### src/rtl/fetch_unit.sv
// fetch_unit: instruction fetch stage for the 16-bit WISC core.
// Holds the PC, issues one outstanding instruction-memory read at a time,
// buffers one instruction for the decoder, accepts branch/jump redirects and
// pre-decodes HALT (opcode 5'b00000) so fetching stops cleanly.
//
// Ports:
//   clk, rst           clock (rising edge), asynchronous active-high reset
//   imem_req/addr      read request and (even) address to instruction memory
//   imem_ready/rdata   memory response strobe and instruction word
//   instr, pc_plus2    buffered instruction and its address + 2
//   instr_valid        buffer holds a valid instruction
//   instr_ready        decoder consumes the buffer this cycle
//   redirect/_pc       taken branch/jump pulse and its target
//   halted             HALT consumed; fetch stopped until reset
//   err                one-cycle pulse when a redirect target was odd
module fetch_unit #(
  parameter logic [15:0] RESET_PC  = 16'h0000,
  parameter logic [15:0] NOP_INSTR = 16'h0800
) (
  input  logic        clk,
  input  logic        rst,
  output logic        imem_req,
  output logic [15:0] imem_addr,
  input  logic        imem_ready,
  input  logic [15:0] imem_rdata,
  output logic [15:0] instr,
  output logic [15:0] pc_plus2,
  output logic        instr_valid,
  input  logic        instr_ready,
  input  logic        redirect,
  input  logic [15:0] redirect_pc,
  output logic        halted,
  output logic        err
);

  typedef enum logic [1:0] {
    IDLE,
    WAIT,
    DRAIN,
    HALTED
  } state_t;

  state_t      state, state_n;
  logic [15:0] pc, pc_n, pc_inc;
  logic [15:0] addr_n, instr_n, pc2_n;
  logic        valid_n, halted_n, err_n;
  logic        launch, req;

  assign launch   = ~instr_valid | instr_ready;
  assign req      = (state == WAIT) | (state == DRAIN) | ((state == IDLE) & launch);
  assign imem_req = req & ~rst;
  assign pc_inc   = pc + 16'd2;

  always_comb begin
    state_n  = state;
    pc_n     = pc;
    addr_n   = imem_addr;
    instr_n  = instr;
    pc2_n    = pc_plus2;
    valid_n  = instr_valid;
    halted_n = halted;
    err_n    = 1'b0;

    if (halted) begin
      // Fully stopped: redirects ignored, pc frozen until reset.
      state_n = HALTED;
    end else if (redirect) begin
      pc_n    = redirect_pc & 16'hFFFE;
      err_n   = redirect_pc[0];
      valid_n = 1'b0;
      instr_n = NOP_INSTR;
      unique case (state)
        WAIT, DRAIN: state_n = imem_ready ? IDLE : DRAIN;
        // A request launched this very cycle is outstanding unless it completed.
        IDLE:        state_n = (launch & ~imem_ready) ? DRAIN : IDLE;
        HALTED:      state_n = IDLE;
        default:     state_n = IDLE;
      endcase
    end else if (req & imem_ready & (state != DRAIN)) begin
      instr_n = imem_rdata;
      pc2_n   = pc_inc;
      pc_n    = pc_inc;
      valid_n = 1'b1;
      state_n = (imem_rdata[15:11] == 5'b00000) ? HALTED : IDLE;
    end else begin
      if ((state == DRAIN) & imem_ready) begin
        state_n = IDLE;
      end
      if ((state == IDLE) & req & ~imem_ready) begin
        state_n = WAIT;
      end
      if (instr_valid & instr_ready) begin
        valid_n = 1'b0;
        instr_n = NOP_INSTR;
        if (state == HALTED) begin
          halted_n = 1'b1;
        end
      end
    end

    // The address register tracks pc only while no request is outstanding,
    // so a redirect during WAIT/DRAIN leaves the old request's address stable.
    if ((state_n == IDLE) | (state_n == HALTED)) begin
      addr_n = pc_n;
    end
  end

  always_ff @(posedge clk or posedge rst) begin
    if (rst) begin
      state       <= IDLE;
      pc          <= RESET_PC;
      imem_addr   <= RESET_PC;
      instr       <= NOP_INSTR;
      pc_plus2    <= '0;
      instr_valid <= 1'b0;
      halted      <= 1'b0;
      err         <= 1'b0;
    end else begin
      state       <= state_n;
      pc          <= pc_n;
      imem_addr   <= addr_n;
      instr       <= instr_n;
      pc_plus2    <= pc2_n;
      instr_valid <= valid_n;
      halted      <= halted_n;
      err         <= err_n;
    end
  end

endmodule

### config.mk
export PLATFORM = sky130hd
export DESIGN_NAME = fetch_unit
export DESIGN_NICKNAME = d
export VERILOG_FILES = /design/src/rtl/fetch_unit.sv
export SDC_FILE = /design/constraint.sdc
export NUM_CORES = 1
export LEC_CHECK = 0
export ABC_CLOCK_PERIOD_IN_PS = 7100
export CAP_MARGIN = 20
export CELL_PAD_IN_SITES_DETAIL_PLACEMENT = 1
export CELL_PAD_IN_SITES_GLOBAL_PLACEMENT = 2
export CORE_MARGIN = 2
export CORE_UTILIZATION = 41
export CTS_CLUSTER_DIAMETER = 200
export DETAILED_ROUTE_END_ITERATION = 16
export DONT_BUFFER_PORTS = 1
export GPL_TIMING_DRIVEN = 0
export PLACE_DENSITY_LB_ADDON = 0.1
export SYNTH_ARGS = -nofsm -noshare
export SYNTH_HDL_FRONTEND = slang
export SYNTH_SLANG_ARGS = --single-unit
### constraint.sdc
create_clock -name clk -period 7.1 [get_ports clk]
set_input_delay 0.355 -clock clk [delete_from_list [all_inputs] [get_ports clk]]
set_output_delay 0.355 -clock clk [all_outputs]
set_load 0.05 [all_outputs]
==> results by group <==
Yosys
  – Post-synthesis mux area share: 5.517%
  – Mapped Area: 0.003266 sq mm
  – Synthesized Nets: 366
  – #FFs+latches synth: 69
  – Sequential element share of the synthesized area: 52.91%
  – Main combinational cell family by area after synthesis: simple AND/OR/NAND/NOR gates
  – Compound-gate portion of the synthesized area: 15.06%
  – Post-synthesis simple-gate area fraction: 16.48%
  – Adder-cell share of the synthesized area: 1.533%
  – Netlist cell types: 47
  – Post-Synth XOR/XNOR Area: 3.716%
  – Cell count after synthesis: 325
  – Async set-or-reset flop fraction in the synthesized netlist: 100.0%
  – Top_reg_cell synth: dfrtp_1
  – EDFF count, synth: 0
  – Syn Area/Cell: 10.05 sq um
  – Synth warn: 0

Global routing
  – First-pass GRT wire length: 14,250 microns
  – Largest net degree at the start of global routing: 70
  – Gr usage total: 21.19%
  – Vias in the first global route: 2,676
  – Initial antenna violation count: 0
  – Congestion Overflow GR: 0

Timing
  – Max_slew headroom: 41.55%
  – Final Cycle Share: 39.17%
  – Achievable frequency: 359.5 MHz
  – Setup violations, final: 0
  – RSZ-0062 raised after global routing: false
  – Clock Skew: 0.007767 ns
  – Final Critical Period: 2.781 ns
  – Final Max Slew Viols: 0
  – Hold Vio Cnt, Final: 0
  – Worst slew pin tran: 0.8735 ns
  – Fin Setup TNS: 0 ns

Routing
  – DR pass1 iterations: 4
  – Wire length on met2: 3728 microns
  – Top layer in use: met4
  – Met1 wire length: 4241 microns
  – DRC: 0
  – DR vias/cell: 5.490
  – DRT Wirelength: 8684 microns
  – Per-cell routed wire length: 19.60 microns
  – DR vias: 2,432
  – Drt initial violations: 114
  – DR WL met3: 585 microns
  – ANT nets after route: 0

Clock network
  – Setup repair bufs after CTS: 0
  – Total CTS buffers: 9
  – Hold Buf Count CTS: 0
  – H-tree Lvls: 3
  – Clock sink count: 69
  – Clk_lat worst skew: 0.34 ns
  – Clk root buf: clkbuf_8
  – Clock transition at path regs: 0.08 ns
  – TritonCTS clock tree: done
  – CTS Buffer Depth: 2
  – CTS resizes: 0

Floorplanning
  – Die X: 93.25 microns
  – Die Ht: 93.25 microns
  – Core Rows: 32
  – Initial cell density of the core: 42.26%
  – Top Ports: 89
  – Core area: 0.007727 sq mm
  – Die area: 0.008695 sq mm

Worst setup path
  – Slowest CP cell: dfrtp_1
  – Crit-path cells: nand2b_1 -> a21o_1 -> a2bb2oi_1 -> o221ai_1 -> xnor2_2 -> buf_4 -> mux2_2
  – Critical Path End Type: flop
  – Worst Path Max Fanout: 10
  – Crit Path Class: reg2reg
  – Worst path required time: 7.33 ns
  – CP startpoint kind: flop
  – Arr. time, crit path: 3.01 ns
  – CP max stage delay: 0.71 ns

Layout
  – Share of layout cells above drive strength 1: 12.02%
  – Ant. Diodes: 0
  – Layout Utilization: 46.83%
  – Layout area overhead: 10.80%
  – Total Nets Final: 377

Min path
  – Hold WC Path Type: in2async

Placement
  – Post-DP HPWL: 6367 microns
  – Port buffer count: 0
  – Final GP Congestion: 0.8121

Job
  – Max Cap Viol: 0

Pwr
  – Pwr/cell area: 554.3 mW/mm^2
  – Peak supply drop: 279.1 uV
  – Leakage: 1.492 nW

Status
  – Status: complete, no violations
[placed cells by master (no fill, tap or decap), types with 5 or more instances in the layout]
cell type	netlist	routed
a21oi_1	7	7
clkbuf_1	13	13
nand2_1	31	31
nand2b_1	5	5
inv_1	21	20
mux2_2	14	14
nand3_1	21	21
xor2_1	8	8
o22ai_1	6	6
clkbuf_8	0	9
nor2_1	18	18
a211oi_1	6	6
dfrtp_1	68	68
o21ai_0	32	32
nor3_1	11	11
[flip-flops by register name, indices dropped and copies added (netlist names)]
| register | cells |
|---|---|
| halted | 1 |
| pc | 16 |
| instr_valid | 1 |
| state | 2 |
| instr | 16 |
| imem_addr | 16 |
| err | 1 |
| pc_plus2 | 16 |
[power breakdown]
part	switching, W	internal (W)	total, W
combinational	0.000348	0.000243	0.000590
clock	0.000162	0.000200	0.000361
sequential	0.000518	0.000537	0.00105
total	0.00103	0.000979	0.00201
[worst max-delay path, delay by kind of cell, from the launching register on]
kind,cells,cell delay (ns)
xor gates and xnor gates,1,0.47
and+or+nand+nor,1,0.20
buffers and inverters,1,0.28
AOI/OAI and AO/OA,3,0.66
muxes,1,0.35
DFF,1,0.71
[cells by family (layout without fill, tap and decap cells)]
kind of cell,Yosys count,in the layout
multiplexers,16,16
buffers and inverters,38,54
adder cells (fa/ha/maj),4,4
flip-flops,69,69
XOR/XNOR,13,13
AO/OA/AOI/OAI,77,77
AND/OR/NAND/NOR,108,108
[per-layer routing]
metal	vias up	global-route usage, %
met2	66	31.24
met1	1184	30.01
li1	1169	-
met3	13	6.205
met4	0	6.863
met5	-	0
[final cells by class]
cell class | instances | area, sq um
Sequential cell | 69 | 1728
Multi-Input combinational cell | 218 | 1381
Clock buffer | 9 | 123.9
Inverter | 21 | 81.33
Tap cell | 102 | 127.6
Clock inverter | 7 | 98.84
Fill cell | 887 | 4109
Buffer | 17 | 77.57
[worst paths after layout]
check / start / end / slack, ns / cells after the start
max in group asynchronous: rst / imem_addr[14]$_DFFE_PP0P_ / 6.48 / 1
setup reg to reg: instr_valid$_DFFE_PP0P_ / imem_addr[14]$_DFFE_PP0P_ / 4.32 / 7
min in group clk: imem_rdata[9] / instr[9]$_DFFE_PP0P_ / 0.15 / 2
hold / removal: rst / pc[12]$_DFF_PP0_ / 0.05 / 1
setup / recovery: instr_valid$_DFFE_PP0P_ / imem_addr[14]$_DFFE_PP0P_ / 4.32 / 7
hold reg to reg: pc[0]$_DFF_PP0_ / pc_plus2[0]$_DFFE_PP0P_ / 0.57 / 2
[per-stage QoR]
step / area (sq um) / total power, W / hold slack [ns] / setup slack (ns) / std cells
3_3_place_gp: 3393 / 0.001647 / 0.4973 / 4.166 / 427
6_report: 3618 / 0.002006 / 0.05310 / 4.319 / 443
4_1_cts: 3618 / 0.002027 / 0.1018 / 4.278 / 443
3_5_place_dp: 3396 / 0.001662 / 0.4815 / 4.300 / 427
5_1_grt: 3618 / 0.002133 / 0.1118 / 4.146 / 443
2_1_floorplan: 3266 / 0.001483 / 0.4304 / 4.702 / 325
[Yosys cell counts, types with 5 or more instances]
cell / count / share of area (%)
inv_1: 21 / 2.4
o21ai_0: 32 / 4.9
o22ai_1: 6 / 1.1
clkbuf_1: 13 / 1.5
nand3_1: 21 / 3.2
a211oi_1: 6 / 1.4
nor2_1: 18 / 2.1
nand2b_1: 5 / 0.96
nor3_1: 11 / 1.7
xor2_1: 8 / 2.1
a21oi_1: 7 / 1.1
nand2_1: 31 / 3.6
dfrtp_1: 68 / 52
mux2_2: 14 / 4.8
Note: power is estimated with default switching activity, not from simulation.
